`src/rtl/div_pkg.sv`:
```
// Shared definitions for the iterative-divide sequencer: widths, op encodings,
// per-slot metadata and the radix-2 step used by every divider stage.
package div_pkg;

    localparam int XLEN        = 32;
    localparam int DIV_LATENCY = 8;
    localparam int TAG_W       = 5;
    localparam int STEP_BITS   = XLEN / DIV_LATENCY;

    typedef enum logic [1:0] {
        OP_DIV  = 2'b00,
        OP_DIVU = 2'b01,
        OP_REM  = 2'b10,
        OP_REMU = 2'b11
    } div_op_e;

    typedef struct packed {
        logic             valid;
        div_op_e          op;
        logic [TAG_W-1:0] tag;
        logic             neg_q;
        logic             neg_r;
        logic             b_zero;
    } div_meta_t;

    typedef struct packed {
        logic [XLEN-1:0] rem;
        logic [XLEN-1:0] quo;
    } div_step_t;

    // STEP_BITS iterations of restoring division; quo shifts dividend bits out
    // from the top and quotient bits in at the bottom.
    function automatic div_step_t div_step(input logic [XLEN-1:0] rem,
                                           input logic [XLEN-1:0] quo,
                                           input logic [XLEN-1:0] dvs);
        div_step_t s;
        logic [XLEN:0] trial;
        s.rem = rem;
        s.quo = quo;
        for (int i = 0; i < STEP_BITS; i++) begin
            trial = {s.rem, s.quo[XLEN-1]};
            if (trial >= {1'b0, dvs}) begin
                trial = trial - {1'b0, dvs};
                s.quo = {s.quo[XLEN-2:0], 1'b1};
            end else begin
                s.quo = {s.quo[XLEN-2:0], 1'b0};
            end
            s.rem = trial[XLEN-1:0];
        end
        return s;
    endfunction

endpackage

```
`src/rtl/DividerUnsignedPipelined.sv`:
```
// Fixed-latency unsigned divider: DIV_LATENCY register stages, each resolving
// STEP_BITS quotient bits. The whole pipe freezes while stall_i is high.
module DividerUnsignedPipelined
    import div_pkg::*;
(
    input  logic            clk,
    input  logic            rst,
    input  logic            stall_i,
    input  logic [XLEN-1:0] dividend_i,
    input  logic [XLEN-1:0] divisor_i,
    output logic [XLEN-1:0] quotient_o,
    output logic [XLEN-1:0] remainder_o
);

    logic [XLEN-1:0] rem_q [DIV_LATENCY];
    logic [XLEN-1:0] quo_q [DIV_LATENCY];
    logic [XLEN-1:0] dvs_q [DIV_LATENCY-1];
    div_step_t       step  [DIV_LATENCY];

    always_comb begin
        step[0] = div_step('0, dividend_i, divisor_i);
        for (int k = 1; k < DIV_LATENCY; k++) begin
            step[k] = div_step(rem_q[k-1], quo_q[k-1], dvs_q[k-1]);
        end
    end

    always_ff @(posedge clk) begin
        if (rst) begin
            for (int k = 0; k < DIV_LATENCY; k++) begin
                rem_q[k] <= '0;
                quo_q[k] <= '0;
            end
            for (int k = 0; k < DIV_LATENCY - 1; k++) begin
                dvs_q[k] <= '0;
            end
        end else if (!stall_i) begin
            for (int k = 0; k < DIV_LATENCY; k++) begin
                rem_q[k] <= step[k].rem;
                quo_q[k] <= step[k].quo;
            end
            dvs_q[0] <= divisor_i;
            for (int k = 1; k < DIV_LATENCY - 1; k++) begin
                dvs_q[k] <= dvs_q[k-1];
            end
        end
    end

    assign quotient_o  = quo_q[DIV_LATENCY-1];
    assign remainder_o = rem_q[DIV_LATENCY-1];

endmodule

```
`src/rtl/div_sequencer.sv`:
```
// RISC-V DIV/DIVU/REM/REMU front end: sign-strips operands into the unsigned
// divider and carries per-slot metadata to re-apply signs at the output.
module div_sequencer
    import div_pkg::*;
(
    input  logic             clk,
    input  logic             rst,
    input  logic             flush,
    input  logic             req_valid,
    output logic             req_ready,
    input  logic [1:0]       req_op,
    input  logic [XLEN-1:0]  req_a,
    input  logic [XLEN-1:0]  req_b,
    input  logic [TAG_W-1:0] req_tag,
    output logic             rsp_valid,
    input  logic             rsp_ready,
    output logic [XLEN-1:0]  rsp_data,
    output logic [TAG_W-1:0] rsp_tag,
    output logic             busy
);

    // Handshakes: a transfer happens on a rising edge where valid && ready;
    // valid never depends on ready, and a stalled response holds all fields.
    logic            stall;
    logic            accept;
    logic            rsp_fire;
    logic            is_signed;
    logic            rsp_is_rem;
    logic            rsp_neg;
    logic [XLEN-1:0] a_abs, b_abs;
    logic [XLEN-1:0] quo, rem, res;
    div_meta_t       meta_in;
    div_meta_t       last;
    div_meta_t       meta_q [DIV_LATENCY];
    logic [3:0]      cnt_q, cnt_d;

    assign last      = meta_q[DIV_LATENCY-1];
    assign rsp_valid = last.valid && !flush;
    assign stall     = rsp_valid && !rsp_ready;
    assign req_ready = !stall && !flush;
    assign accept    = req_valid && req_ready;
    assign rsp_fire  = rsp_valid && rsp_ready;
    assign is_signed = !req_op[0];
    assign a_abs     = (is_signed && req_a[XLEN-1]) ? -req_a : req_a;
    assign b_abs     = (is_signed && req_b[XLEN-1]) ? -req_b : req_b;

    always_comb begin
        meta_in.valid  = accept;
        meta_in.op     = div_op_e'(req_op);
        meta_in.tag    = req_tag;
        meta_in.neg_q  = is_signed && (req_a[XLEN-1] ^ req_b[XLEN-1]) && (req_b != '0);
        meta_in.neg_r  = is_signed && req_a[XLEN-1];
        meta_in.b_zero = (req_b == '0);
    end

    DividerUnsignedPipelined u_divider (
        .clk         (clk),
        .rst         (rst),
        .stall_i     (stall),
        .dividend_i  (a_abs),
        .divisor_i   (b_abs),
        .quotient_o  (quo),
        .remainder_o (rem)
    );

    always_ff @(posedge clk) begin
        if (rst) begin
            for (int i = 0; i < DIV_LATENCY; i++) meta_q[i] <= '0;
        end else if (flush) begin
            for (int i = 0; i < DIV_LATENCY; i++) meta_q[i].valid <= 1'b0;
        end else if (!stall) begin
            meta_q[0] <= meta_in;
            for (int i = 1; i < DIV_LATENCY; i++) meta_q[i] <= meta_q[i-1];
        end
    end

    always_comb begin
        cnt_d = cnt_q;
        case ({accept, rsp_fire})
            2'b10:   cnt_d = cnt_q + 4'd1;
            2'b01:   cnt_d = cnt_q - 4'd1;
            default: cnt_d = cnt_q;
        endcase
    end

    always_ff @(posedge clk) begin
        if (rst || flush) cnt_q <= '0;
        else              cnt_q <= cnt_d;
    end

    // Divide-by-zero keeps the divider's all-ones quotient unnegated.
    always_comb begin
        rsp_is_rem = (last.op == OP_REM) || (last.op == OP_REMU);
        res        = rsp_is_rem ? rem : quo;
        rsp_neg    = rsp_is_rem ? last.neg_r : (last.neg_q && !last.b_zero);
        rsp_data   = '0;
        if (last.valid) rsp_data = rsp_neg ? -res : res;
    end

    assign rsp_tag = last.tag;
    assign busy    = (cnt_q != 4'd0);

endmodule

```
`config.mk`:
```
export PLATFORM = sky130hd
export DESIGN_NAME = div_sequencer
export DESIGN_NICKNAME = d
export VERILOG_FILES = /design/src/rtl/div_pkg.sv /design/src/rtl/DividerUnsignedPipelined.sv /design/src/rtl/div_sequencer.sv
export SDC_FILE = /design/constraint.sdc
export NUM_CORES = 2
export LEC_CHECK = 0
export CORE_MARGIN = 3
export CORE_UTILIZATION = 40
export CTS_CLUSTER_DIAMETER = 150
export DETAILED_ROUTE_END_ITERATION = 8
export PLACE_DENSITY_LB_ADDON = 0.3
export SLEW_MARGIN = 10
export SYNTH_ARGS = -nofsm -noshare
export SYNTH_HDL_FRONTEND = slang
export SYNTH_SLANG_ARGS = --single-unit
```
`constraint.sdc`:
```
create_clock -name clk -period 22.7 [get_ports clk]
set_clock_uncertainty 0.1 [all_clocks]
set_input_delay 2.27 -clock clk [delete_from_list [all_inputs] [get_ports clk]]
set_output_delay 2.27 -clock clk [all_outputs]
set_load 0.01 [all_outputs]
```
**After elaboration in Yosys (flattened, before gate mapping)**

Memory sizes are Yosys's and may differ from the RTL's.
Index checks and enable logic that the tools add are counted.

- $add $sub $neg: 37
- Order comparisons: 32
- Reduce and logical (&&, ||, !) cells: 21
- Eq/ne operators: 4
- Multiplexer cells: 129
- Bitwise logic cells: 48

Operators by type and width:

| cell | count |
|---|---|
| $mux W32 | 60 |
| $ge A33 B32 Y1 | 31 |
| $sub A32 B32 Y32 | 31 |
| $neg A32 Y32 | 3 |
| $mux W10 | 8 |
| $mux W1 | 60 |
| $or A1 B1 Y1 | 47 |
| $ge A1 B32 Y1 | 1 |
| $logic_not A32 Y1 | 1 |
| $reduce_bool A32 Y1 | 1 |
| $sub A1 B32 Y32 | 1 |
| $logic_and A1 B1 Y1 | 10 |
| $pmux W4 S2 | 1 |
| $eq A2 B2 Y1 const B | 3 |
| $logic_not A1 Y1 | 5 |
| $add A4 B1 Y4 const B | 1 |
| $reduce_bool A4 Y1 | 1 |
| $sub A4 B1 Y4 const B | 1 |
| $eq A2 B1 Y1 const B | 1 |
| $logic_or A1 B1 Y1 | 2 |
| $reduce_bool A2 Y1 | 1 |
| $xor A1 B1 Y1 | 1 |

- Bits in registers: 4
- RAM bits: 824
- Memories: 4

Memory list:

| name | depth | width | read ports | clocked after Yosys merged registers in | wr ports | line | source |
|---|---|---|---|---|---|---|---|
| u_divider.quo_q | 8 | 32 | 8 | 0 | 8 | DividerUnsignedPipelined.sv:16 | `logic [XLEN-1:0] quo_q [DIV_LATENCY];` |
| u_divider.rem_q | 8 | 32 | 8 | 0 | 8 | DividerUnsignedPipelined.sv:15 | `logic [XLEN-1:0] rem_q [DIV_LATENCY];` |
| u_divider.dvs_q | 7 | 32 | 7 | 0 | 7 | DividerUnsignedPipelined.sv:17 | `logic [XLEN-1:0] dvs_q [DIV_LATENCY-1];` |
| meta_q | 8 | 11 | 8 | 0 | 8 | div_sequencer.sv:34 | `div_meta_t meta_q [DIV_LATENCY];` |

**Depth between registers and ports, before layout**

- Word-level depth: 12
- Mapped depth: 63
- Depth with buffers taken out: 58

**Modules after synthesis**

From an unflattened synthesis, not the netlist that was laid out.

- Cell total of the unflattened synthesis: 11004
- Area total of the unflattened synthesis: 93846.3 um^2

Modules (own cells, without submodules):

| module | cells each | seq. area each (um^2) | area each (um^2) | instances |
|---|---|---|---|---|
| DividerUnsignedPipelined | 10353 | 22101.2 | 87567.7 | 1 |
| div_sequencer | 651 | 2472.4 | 6278.5 | 1 |

**Least setup slack after synthesis**

Ideal clock, no wire load.

- Path kind: input to register
- Start: input rst
- End: memory u_divider.dvs_q[0][0], enable pin
- Buffers on the path: 2
- Setup slack: 2722 ps
- Library setup time: 5157 ps
- Required time: 17443 ps
- Arrival: 14721 ps
- Cell stages on the path: 4
- Path through: clkbuf_1 -> buf_2 -> nor2_1 -> nand2_1

RTL lines:

| item | line | source |
|---|---|---|
| from (decl) | div_sequencer.sv:7 | `input logic rst,` |
| to (decl) | DividerUnsignedPipelined.sv:17 |  |

==> results_dict.tcl <==
set metrics [dict create \
    status "completed" \
    rrSetupSlack_ns 5.96 \
    layout_commonest_cell "nor2_1" \
    syn_nets 11800 \
    min_path_type "reg2reg" \
    dieArea_mm2 0.236 \
    cts_tree "yes" \
    ys_async_sr_fraction 0 \
    cts_buffers 93 \
    synth.area.top_cells "edfxtp_1 (27%), ha_1 (14%), xnor2_1 (5.7%)" \
    synthFlopType "edfxtp_1" \
    yosys.area.top_type "edfxtp_1" \
    antenna_found_initial 7 \
    worstReg2RegStart "u_divider.dvs_q[0][1]$_SDFFCE_PN0P_" \
    synth.avg_cell_area_um2 8.62 \
    port-buffer-count 115 \
    grt_pass1_wl_mm 425 \
    yosysUniqueCellTypes 116 \
    slew_headroom 0.147 \
    ff_latch_area_mm2 0.0246 \
    grt_pass1_vias 76600 \
    clock_latency_ns 0.73 \
    grt.overflow.total 0 \
    cts.htree.levels 3 \
    core_region_area_mm2 0.228 \
    ctsResizeCount 0 \
    clkSinkCount 820 \
    crit_type "in2reg" \
    nFillCells 22200 \
    timing.fmax_mhz 54.7 \
    rsz0062_at_grt "no" \
    multi_input_area_mm2 0.0640 \
    cp_slowest_cell "or4_1" \
    crit_path_end "u_divider.rem_q[0][0]$_SDFFCE_PN0P_" \
    postCtsSetupBuffers 0 \
    fin_nets 11700 \
    cts_hold_buf 0 \
    drt_wl_total_mm 273 \
    cts-root-buf "clkbuf_16" \
    layout_common_cells "nor2_1 (1,057), ha_1 (1,000), a21oi_1 (931), edfxtp_1 (815), nand2_1 (645)" \
    rr_endpoint "u_divider.rem_q[0][62]$_SDFFCE_PN0P_" \
    maxCapViolations 0 \
    drv_slew 0 \
    grt_usage 0.221 \
    drt-initial-drc-count 6454 \
    fp-row-count 175 \
    setup_viol 0 \
    crit_arrival_ns 18.73 \
    yosys_warnings 0 \
    reg2regPathDepth 57 \
    clk_path_buf_depth 3 \
    cp_max_fo 38 \
    area_growth_pct 8.00 \
    endpoint_kind "flip-flop" \
    grt_max_degree 183 \
    hold_viol 0 \
    drt-wirelength-per-cell_um 19.9 \
    ant_nets 0 \
    synthCells 10700 \
    synth_top_cell_area_share 0.266 \
    synth-edff-count 815 \
    start_kind "primary input" \
    ys_seq_area_frac 0.267 \
    vias 80000 \
    gp_congestion 0.951 \
    final_layout_size_suffix_gt1_frac 0.0747 \
    hpwl_mm 218 \
    slowest_delay_ns 0.82 \
    die_width_um 486 \
    syn_area_mm2 0.0921 \
    remaining_drc_errors 0 \
    io_pins 116 \
    ys_seq_elements 820 \
    drtPass1Iterations 6 \
    vias_per_cell 5.83 \
    crit_path_start "req_a[20]" \
    critPathRequiredTime_ns 23.15 \
    die_h_um 486 \
    worst_slew_pin_slew_ns 1.27 \
    fin_crit_sh 0.805 \
    tns_ns 0 \
    fin_crit_ns 18.28 \
    initial_core_util 0.404 \
    clkTransAtPathRegs_ns 0.06 \
]
## worst min path at each step
stage	start	end	slack (ns)	cells past startpoint
3_5_place_dp	u_divider.quo_q[0][148]$_SDFFCE_PN0P_	u_divider.quo_q[0][184]$_SDFFCE_PN0P_	0.40	1
2_1_floorplan	meta_q[0][10]$_SDFFE_PP0P_	meta_q[0][10]$_SDFFE_PP0P_	0.39	2
5_1_grt	u_divider.quo_q[0][131]$_SDFFCE_PN0P_	u_divider.quo_q[0][167]$_SDFFCE_PN0P_	0.42	1
4_1_cts	u_divider.quo_q[0][8]$_SDFFCE_PN0P_	u_divider.quo_q[0][44]$_SDFFCE_PN0P_	0.41	1
3_3_place_gp	u_divider.quo_q[0][42]$_SDFFCE_PN0P_	u_divider.quo_q[0][78]$_SDFFCE_PN0P_	0.40	1
6_report	u_divider.quo_q[0][45]$_SDFFCE_PN0P_	u_divider.quo_q[0][81]$_SDFFCE_PN0P_	0.40	1
## kinds of logic (layout without fill, tap and decap cells)
| family | count (synthesis) | after routing | synth area share |
|---|---|---|---|
| multiplexers | 666 | 666 | 0.0783 |
| other | 0 | 7 | 0 |
| adder cells (fa/ha/maj) | 1032 | 1032 | 0.143 |
| XOR/XNOR | 867 | 867 | 0.0824 |
| AO/OA/AOI/OAI | 3034 | 3034 | 0.212 |
| buffers and inverters | 920 | 939 | 0.0395 |
| AND/OR/NAND/NOR | 3342 | 3342 | 0.178 |
| flip-flops | 820 | 820 | 0.267 |
## state kept, by name, summed over array words and instances (netlist names)
name	cells
meta_q	80
cnt_q	4
u_divider.dvs_q	224
u_divider.rem_q	256
u_divider.quo_q	256
## critical path: cells and delay by family
family,cells,cell delay (ns)
AND/OR/NAND/NOR,15,4.96
AO/OA/AOI/OAI,28,6.75
buffers and inverters,5,1.56
multiplexers,3,1.30
adder cells (fa/ha/maj),5,1.81
## area by class of cell
| type | instances | share of cell area |
|---|---|---|
| antenna | 7 | 0.000176 |
| clock buffer | 106 | 0.0239 |
| clock inverter | 66 | 0.00828 |
| inverter | 583 | 0.0220 |
| multi-input combinational | 8941 | 0.643 |
| sequential | 820 | 0.247 |
| tap | 3009 | 0.0378 |
| timing repair buffer | 184 | 0.0173 |
## Yosys cell counts (45+ instances only)
library cell,instances
nor3_1,202
xnor2_1,597
a21o_1,441
or3_1,82
o211ai_1,52
nor2b_1,195
o31ai_1,96
a21boi_0,45
o21bai_1,114
nand4_1,138
o21a_1,161
or2_2,59
nand2b_1,131
inv_1,582
mux2i_1,236
xor2_1,270
buf_2,54
nand3_1,259
a21oi_1,933
a31oi_1,104
and2_1,224
mux2_2,423
o21ai_0,574
nor4_1,50
a211oi_1,83
and3_1,172
nand2_1,646
ha_1,1000
edfxtp_1,815
nor2_1,1058
clkbuf_1,241
## routing by layer
layer	vias to the layer above	track usage	routed length (um)
met1	38300	0.291	121000
met3	392	0.0216	12200
li1	39300	-	-
met2	1989	0.382	130000
met4	0	0.0693	8990
met5	-	0	0
## metrics by stage
stage	instance area, um2	hold WS [ns]	util	std cells	worst slack (ns)
6_report	99500	0.395	0.436	13700	4.42
4_1_cts	99500	0.407	0.436	13700	4.63
3_5_place_dp	96300	0.402	0.422	13500	3.96
2_1_floorplan	92100	0.394	-	10700	2.72
5_1_grt	99500	0.415	0.436	13700	3.49
3_3_place_gp	96300	0.399	0.422	13500	4.05
Power is not shown: default switching activity piles up to over one toggle a cycle in this logic, so the estimate is an artifact.
